==> src/rtl/dmem_arbiter_if.sv <==
// dmem_arbiter_if: one requester port of the data-memory arbiter
interface dmem_arbiter_if #(parameter int N_Bits = 32) ();
  logic req, we, gnt, rvalid, rerr;
  logic [1:0] storetype;
  logic [N_Bits-1:0] addr, wdata, rdata;
  modport master (output req, we, storetype, addr, wdata, input gnt, rvalid, rdata, rerr);
  modport slave (input req, we, storetype, addr, wdata, output gnt, rvalid, rdata, rerr);
endinterface

==> src/rtl/dmem_arbiter.sv <==
// dmem_arbiter: two-port round-robin data-memory arbiter with bounded port-1 lock
module dmem_arbiter #(
  parameter int N_Bits = 32,
  parameter int MAX_LOCK = 4
) (
  input  logic              clk,
  input  logic              rst_n,
  dmem_arbiter_if.slave     m0,
  dmem_arbiter_if.slave     m1,
  input  logic              m1_lock,
  output logic              mem_we,
  output logic [1:0]        mem_storetype,
  output logic [N_Bits-1:0] mem_addr,
  output logic [N_Bits-1:0] mem_wd,
  input  logic [N_Bits-1:0] mem_rd
);
  localparam int CW = $clog2(MAX_LOCK + 1);
  logic last_gnt, lock_q, lock_act, lock_cap, err0, err1, g0, g1;
  logic [CW-1:0] lock_cnt;
  function automatic logic misaligned(input logic [1:0] st, input logic [1:0] a);
    return st == 2'b11 || (st == 2'b01 && a[0]) || (st == 2'b10 && a != 2'b00);
  endfunction
  always_comb begin
    err0 = misaligned(m0.storetype, m0.addr[1:0]);
    err1 = misaligned(m1.storetype, m1.addr[1:0]);
    lock_act = lock_q & m1.req;
    lock_cap = lock_cnt == CW'(MAX_LOCK);
    g0 = rst_n & m0.req & (!m1.req | (lock_act ? lock_cap : last_gnt));
    g1 = rst_n & m1.req & !g0;
    mem_addr = g1 ? m1.addr : m0.addr;
    mem_storetype = g1 ? m1.storetype : m0.storetype;
    mem_wd = g1 ? m1.wdata : m0.wdata;
    mem_we = g0 ? (m0.we & !err0) : g1 ? (m1.we & !err1) : 1'b0;
  end
  assign m0.gnt = g0;
  assign m1.gnt = g1;
  always_ff @(posedge clk or negedge rst_n) begin
    if (!rst_n) begin
      last_gnt <= 1'b1;
      lock_q <= 1'b0;
      lock_cnt <= '0;
      m0.rvalid <= 1'b0;
      m0.rerr <= 1'b0;
      m0.rdata <= '0;
      m1.rvalid <= 1'b0;
      m1.rerr <= 1'b0;
      m1.rdata <= '0;
    end else begin
      if (g0 | g1) last_gnt <= g1;
      lock_q <= g1 & m1_lock;
      lock_cnt <= (g1 & lock_act) ? (lock_cap ? lock_cnt : lock_cnt + CW'(1)) : '0;
      m0.rvalid <= g0;
      m0.rerr <= g0 & err0;
      if (g0) m0.rdata <= (m0.we | err0) ? '0 : mem_rd;
      m1.rvalid <= g1;
      m1.rerr <= g1 & err1;
      if (g1) m1.rdata <= (m1.we | err1) ? '0 : mem_rd;
    end
  end
endmodule

==> src/flat_wrapper.sv <==
// flat-port wrapper written by rule: the top's interface ports become plain ports
module dmem_arbiter_flat 
#(
  parameter int N_Bits = 32,
  parameter int MAX_LOCK = 4
)
  (clk, rst_n, m1_lock, mem_we, mem_storetype, mem_addr, mem_wd, mem_rd, m0_req, m0_we, m0_storetype, m0_addr, m0_wdata, m0_gnt, m0_rvalid, m0_rdata, m0_rerr, m1_req, m1_we, m1_storetype, m1_addr, m1_wdata, m1_gnt, m1_rvalid, m1_rdata, m1_rerr);
  dmem_arbiter_if #(.N_Bits(N_Bits)) m0_i ();
  dmem_arbiter_if #(.N_Bits(N_Bits)) m1_i ();
  input  logic clk;
  input  logic rst_n;
  input  logic m1_lock;
  output logic mem_we;
  output logic [1:0] mem_storetype;
  output logic [N_Bits-1:0] mem_addr;
  output logic [N_Bits-1:0] mem_wd;
  input  logic [N_Bits-1:0] mem_rd;
  input wire logic [$bits(m0_i.req)-1:0] m0_req;
  input wire logic [$bits(m0_i.we)-1:0] m0_we;
  input wire logic [$bits(m0_i.storetype)-1:0] m0_storetype;
  input wire logic [$bits(m0_i.addr)-1:0] m0_addr;
  input wire logic [$bits(m0_i.wdata)-1:0] m0_wdata;
  output wire logic [$bits(m0_i.gnt)-1:0] m0_gnt;
  output wire logic [$bits(m0_i.rvalid)-1:0] m0_rvalid;
  output wire logic [$bits(m0_i.rdata)-1:0] m0_rdata;
  output wire logic [$bits(m0_i.rerr)-1:0] m0_rerr;
  input wire logic [$bits(m1_i.req)-1:0] m1_req;
  input wire logic [$bits(m1_i.we)-1:0] m1_we;
  input wire logic [$bits(m1_i.storetype)-1:0] m1_storetype;
  input wire logic [$bits(m1_i.addr)-1:0] m1_addr;
  input wire logic [$bits(m1_i.wdata)-1:0] m1_wdata;
  output wire logic [$bits(m1_i.gnt)-1:0] m1_gnt;
  output wire logic [$bits(m1_i.rvalid)-1:0] m1_rvalid;
  output wire logic [$bits(m1_i.rdata)-1:0] m1_rdata;
  output wire logic [$bits(m1_i.rerr)-1:0] m1_rerr;
  assign m0_i.req = m0_req;
  assign m0_i.we = m0_we;
  assign m0_i.storetype = m0_storetype;
  assign m0_i.addr = m0_addr;
  assign m0_i.wdata = m0_wdata;
  assign m0_gnt = m0_i.gnt;
  assign m0_rvalid = m0_i.rvalid;
  assign m0_rdata = m0_i.rdata;
  assign m0_rerr = m0_i.rerr;
  assign m1_i.req = m1_req;
  assign m1_i.we = m1_we;
  assign m1_i.storetype = m1_storetype;
  assign m1_i.addr = m1_addr;
  assign m1_i.wdata = m1_wdata;
  assign m1_gnt = m1_i.gnt;
  assign m1_rvalid = m1_i.rvalid;
  assign m1_rdata = m1_i.rdata;
  assign m1_rerr = m1_i.rerr;
  dmem_arbiter #(.N_Bits(N_Bits), .MAX_LOCK(MAX_LOCK)) u_core (.clk(clk), .rst_n(rst_n), .m0(m0_i), .m1(m1_i), .m1_lock(m1_lock), .mem_we(mem_we), .mem_storetype(mem_storetype), .mem_addr(mem_addr), .mem_wd(mem_wd), .mem_rd(mem_rd));
endmodule
==> config.mk <==
export PLATFORM = sky130hd
export DESIGN_NAME = dmem_arbiter_flat
export DESIGN_NICKNAME = d
export VERILOG_FILES = /design/src/rtl/dmem_arbiter_if.sv /design/src/rtl/dmem_arbiter.sv /design/src/flat_wrapper.sv
export SDC_FILE = /design/constraint.sdc
export NUM_CORES = 1
export LEC_CHECK = 0
export BUFFER_PORTS_ARGS = -buffer_cell sky130_fd_sc_hd__buf_4
export CELL_PAD_IN_SITES_DETAIL_PLACEMENT = 2
export CELL_PAD_IN_SITES_GLOBAL_PLACEMENT = 2
export CORE_MARGIN = 2
export CORE_UTILIZATION = 22
export CTS_CLUSTER_DIAMETER = 60
export DETAILED_ROUTE_END_ITERATION = 6
export PLACE_DENSITY = 0.87
export SYNTH_ARGS = -nofsm -noshare
export SYNTH_HDL_FRONTEND = slang
export SYNTH_SLANG_ARGS = --single-unit
==> constraint.sdc <==
create_clock -name clk -period 1.9 [get_ports clk]
set_clock_uncertainty 0.05 [all_clocks]
set_input_delay 0.19 -clock clk [delete_from_list [all_inputs] [get_ports clk]]
set_output_delay 0.19 -clock clk [all_outputs]
set_load 0.05 [all_outputs]
After elaboration in Yosys (flattened, before gate mapping)

Cells that the tools add are included.

Flip-flop bits (word level): 73
Input bits: 171
Output and inout bits: 137
Word-level logic and storage cells: 57

Add/subtract/negate cells: 1
Eq/ne operators: 8
Mux-type cells: 10
Bitwise gates (word level): 15
Reduce and logical (&&, ||, !) cells: 14

Operators with widths:

| cell                  | count |
|---|---|
| $mux W32              | 4 |
| $and A1 B1 Y1         | 11 |
| $eq A2 B2 Y1 const B  | 4 |
| $mux W3               | 2 |
| $eq A2 B1 Y1 const B  | 2 |
| $logic_and A1 B1 Y1   | 4 |
| $logic_not A1 Y1      | 4 |
| $logic_or A1 B1 Y1    | 4 |
| $or A1 B1 Y1          | 4 |
| $reduce_bool A2 Y1    | 2 |
| $add A3 B1 Y3 const B | 1 |
| $eq A3 B3 Y1 const B  | 1 |
| $mux W1               | 3 |
| $mux W2               | 1 |
| $ne A2 B2 Y1 const B  | 1 |

Depth between registers and ports, before layout

Word-level depth: 8
Mapped depth: 7
Mapped depth without buffers: 5

Worst setup path before layout

OpenSTA, ideal clock, no wires.

Path type: reg-to-output
Start: register u_core.lock_cnt[0]
End: output port mem_we
Arrival: 1.854 ns
Data required time: 1.660 ns
Path slack: -0.194 ns
Stages on the path, launching flop included: 6
Path buffers: 0
Path through: dfrtp_1 -> inv_1 -> ha_1 -> nand3_1 -> a31oi_1 -> mux2i_1

Longest elaborated chain between the ends: 8

RTL lines:

| item                   | RTL line           | source |
|---|---|---|
| start, declared        | dmem_arbiter.sv:19 | `logic [CW-1:0] lock_cnt;` |
| start signal, assigned | dmem_arbiter.sv:51 | `lock_cnt <= (g1 & lock_act) ? (lock_cap ? lock_cnt : lock_cnt + CW'(1)) : '0;` |
| $eq A3 B3 Y1 (*)       | dmem_arbiter.sv:27 | `lock_cap = lock_cnt == CW'(MAX_LOCK);` |
| $mux W1 (*)            | dmem_arbiter.sv:28 | `g0 = rst_n & m0.req & (!m1.req \| (lock_act ? lock_cap : last_gnt));` |
| $or A1 B1 Y1 (*)       | dmem_arbiter.sv:28 |  |
| $and A1 B1 Y1 (*)      | dmem_arbiter.sv:28 |  |
| $logic_not A1 Y1       | dmem_arbiter.sv:29 | `g1 = rst_n & m1.req & !g0;` |
| $and A1 B1 Y1          | dmem_arbiter.sv:29 |  |
| $mux W1                | dmem_arbiter.sv:33 | `mem_we = g0 ? (m0.we & !err0) : g1 ? (m1.we & !err1) : 1'b0;` |
| $mux W1 (*)            | dmem_arbiter.sv:33 |  |
| end, declared          | flat_wrapper.sv:13 | `output logic mem_we;` |

Every way passes the cells marked *; elsewhere a longest branch is shown, timed or not.

Worst setup path in the final report

Start: register u_core.lock_cnt[1]
End: output port mem_addr[9]

Longest elaborated chain between the ends: 7

RTL lines:

| item             | RTL line           | source |
|---|---|---|
| $eq A3 B3 Y1     | dmem_arbiter.sv:27 |  |
| $mux W1          | dmem_arbiter.sv:28 |  |
| $or A1 B1 Y1     | dmem_arbiter.sv:28 |  |
| $and A1 B1 Y1    | dmem_arbiter.sv:28 |  |
| $logic_not A1 Y1 | dmem_arbiter.sv:29 |  |
| $and A1 B1 Y1    | dmem_arbiter.sv:29 |  |
| $mux W32         | dmem_arbiter.sv:30 | `mem_addr = g1 ? m1.addr : m0.addr;` |
| end, declared    | flat_wrapper.sv:15 | `output logic [N_Bits-1:0] mem_addr;` |

No other way between the ends.

==> impl_results.md <==
- Final Cycle Share: 129.1%
- Worst endpoint required time: roughly 1.7 ns
- Placed Cells: between 1000 and 1500
- Final net count: between 900 and 1000
- Reg2reg path depth: 14
- Chip width: roughly 150 um
- Reg2reg end: u_core.m1.rdata[13]
- GRT overflow: 0
- Rel. slew slack: roughly two fifths
- Vias: 5070
- Yosys warns: 0
- Cts bufs inserted: 9
- Setup crit end kind: primary output
- CP Max Fanout: 5
- Number of clock sinks: 73
- Hold WS: between 0.03 and 0.04 ns
- Non-filler cells, final: 1111
- Initial antenna violation count: 0
- MaxCap Viol Count: 0
- CTS tree: yes
- Worst Tran Pin Value: ~0.88 ns
- Total power: 0.007272 W
- DRT iter0 DRCs: roughly 110
- IO Count: 308
- Die ar.: between 0.02 and 0.025 mm^2
- Root buffer cell: clkbuf_16
- Number of global-route vias before repair: 5745
- H-tree levels: 3
- Clk_lat worst skew: between 0.3 and 0.4 ns
- Post-synthesis cell count: ~460
- Final WS setup: -0.5521 ns
- Highest clock rate: 0.4078 GHz
- Launch point of the worst path: u_core.lock_cnt[1]
- Worst Setup Start Kind: flop
- Violated checks: setup timing
- Largest net degree at the start of global routing: 39
- GP Congestion: approximately 0.80
- Synthesized flop and latch total: 73
- Critical setup path kind: flop to primary output
- Die height: roughly 150 um
- Sequential-to-total area share from yosys stat: between 30% and 40%
- Initial Utilization: about 22%
- Min-delay worst type: primary input to asynchronous set/reset pin
- Final min period: approximately 2.5 ns
- DR DRC count: 0
- First-pass GRT wire length: 37180 um
- Setup violators final: between 100 and 150
- Layout area overhead: 88.63%
- Tot GR Track Use: 20.93%
- Reg2Reg Setup Slack: -0.38 ns
- Final ANT Viol Nets: 0
- Pwr/cell area: a little under 800 mW/mm^2
- Mapped cell area: around 0.005 mm^2
- Vias per cell: 4.563
- Distinct cells, synth: 27
- Worst setup endpoint: mem_addr[9]
- Routed WL: around 28000 um
- Layout cells sized above 1: between 50% and 60%
- Row count: 54
- Routed WL per cell: 24.78 um
- Peak supply drop: approximately 0.00042 V
- R2R Path Start: u_core.lock_cnt[1]
- DP HPWL: ~18000 um
- Syn Area/Cell: 10.49 um^2
- TNS Setup: -43.76 ns
- Clk buf depth: 2
- Unrepaired setup endpoints after global routing: true
- Syn Nets: 637
- Core Region: around 0.022 mm^2
- Max-slew violation count: 0
- Worst-path clk slew: 0.06 ns
- P_leak: ~4.7 nW
- IO buf count: 307
- Layout Utilization: approximately 42%
- First-pass DRT Iterations: 4
- Ant. Diodes: 0
- Final Hold Violating Endpoints: 0
- CP arrival: 2.21 ns
- Outcome: finished with violations
==> state kept, by name, indices dropped and copies added, names as in the netlist <==
| name | flops |
|---|---|
| u_core.m1.rerr | 1 |
| u_core.last_gnt | 1 |
| u_core.m0.rvalid | 1 |
| u_core.m0.rerr | 1 |
| u_core.m1.rvalid | 1 |
| u_core.lock_q | 1 |
| u_core.lock_cnt | 3 |
| u_core.m0.rdata | 32 |
| u_core.m1.rdata | 32 |
==> metal layers <==
| metal | vias up | track usage, % | routed length, um |
|---|---|---|---|
| li1 | 2259 | - | - |
| met4 | 0 | 5.203 | 963 |
| met5 | - | 0 | 0 |
| met2 | 198 | 39.93 | 15150 |
| met3 | 47 | 5.290 | 1672 |
| met1 | 2566 | 23.00 | 9745 |
==> kinds of logic (layout without fill, tap and decap cells) <==
group	after synthesis	after routing	share of synthesized area [%]
buf+inv	101	468	10.70
compound gates	74	74	8.100
simple gates	82	82	10.05
flops	73	73	37.57
xor+xnor	1	1	0.1800
fa+ha+maj	2	2	0.5142
mux	131	131	32.89
==> Yosys cell counts, drive strengths merged <==
cell / number / share of area, %
mux2i: 65 / 13
clkbuf: 18 / 1.4
o21ai: 64 / 6.6
nand2: 4 / 0.31
o211ai: 1 / 0.15
nand3: 2 / 0.21
nor3b: 1 / 0.15
o2111ai: 2 / 0.36
ha: 2 / 0.51
buf: 15 / 4.1
a31oi: 2 / 0.26
dfrtp: 72 / 37
a21oi: 4 / 0.41
and3b: 1 / 0.18
nor2b: 65 / 8.4
nand2b: 1 / 0.13
nor3: 4 / 0.41
dfstp: 1 / 0.54
inv: 68 / 5.2
nor2: 4 / 0.31
a41oi: 1 / 0.33
mux2: 66 / 20
xnor2: 1 / 0.18
==> timing repair <==
action,in CTS,in global routing
gates resized for setup,89,86
endpoints found under the setup margin,87,122
hold endpoints to repair,34,0
pin swaps,3,4
cloned,5,7
setup buffers,17,9
hold buffers,2,0
==> through the flow <==
step / area [um^2] / setup slack (ns)
floorplan: 4877 / 0.01091
global placement: 7709 / -0.1216
detailed placement: 7709 / -0.2032
CTS: 8666 / -0.5411
global route: 9179 / -0.6049
finish: 9179 / -0.5521
==> critical path: stages (launching register included) <==
cell     delay (ns)
dfrtp_1        0.39
inv_2          0.09
ha_4           0.15
nand3_4        0.07
a41oi_4        0.20
buf_12         0.15
buf_12         0.12
buf_16         0.13
buf_8          0.11
mux2_4         0.30
buf_6          0.16
==> where the power goes <==
group / total [W] / switching, W / internal (W) / leakage, nW
clock: 0.00189 / 0.000702 / 0.00118 / 0.159
sequential: 0.00186 / 0.000118 / 0.00174 / 0.982
combinational: 0.00353 / 0.00206 / 0.00147 / 3.51
==> how the worst min path moves through the flow <==
stage,to
after floorplan,u_core.lock_cnt[0]
after global placement,u_core.m0.rdata[12]
after detailed placement,u_core.m1.rdata[7]
after CTS,u_core.lock_q
after global routing,u_core.lock_q
final,u_core.m1.rdata[9]
==> layout by cell type (no fill, tap or decap), types with 3 or more instances in the layout <==
cell type,n
buf_4,266
dfrtp_1,72
mux2_4,66
inv_1,65
nor2b_1,65
o21ai_0,64
mux2i_1,60
buf_6,58
buf_8,33
buf_12,15
clkbuf_16,14
mux2i_2,5
buf_16,5
nand2_1,4
nor2_1,4
inv_2,3
==> final cells by class <==
cell class | instances | area (um^2)
Multi-Input combinational cell | 290 | 2695
Clock inverter | 5 | 78.83
Timing Repair Buffer | 384 | 3729
Inverter | 68 | 255.2
Clock buffer | 11 | 242.7
Tap cell | 280 | 350.3
Sequential cell | 73 | 1828
Fill cell | 2241 | 12580
No activity file was read; power rests on OpenSTA's default activity.
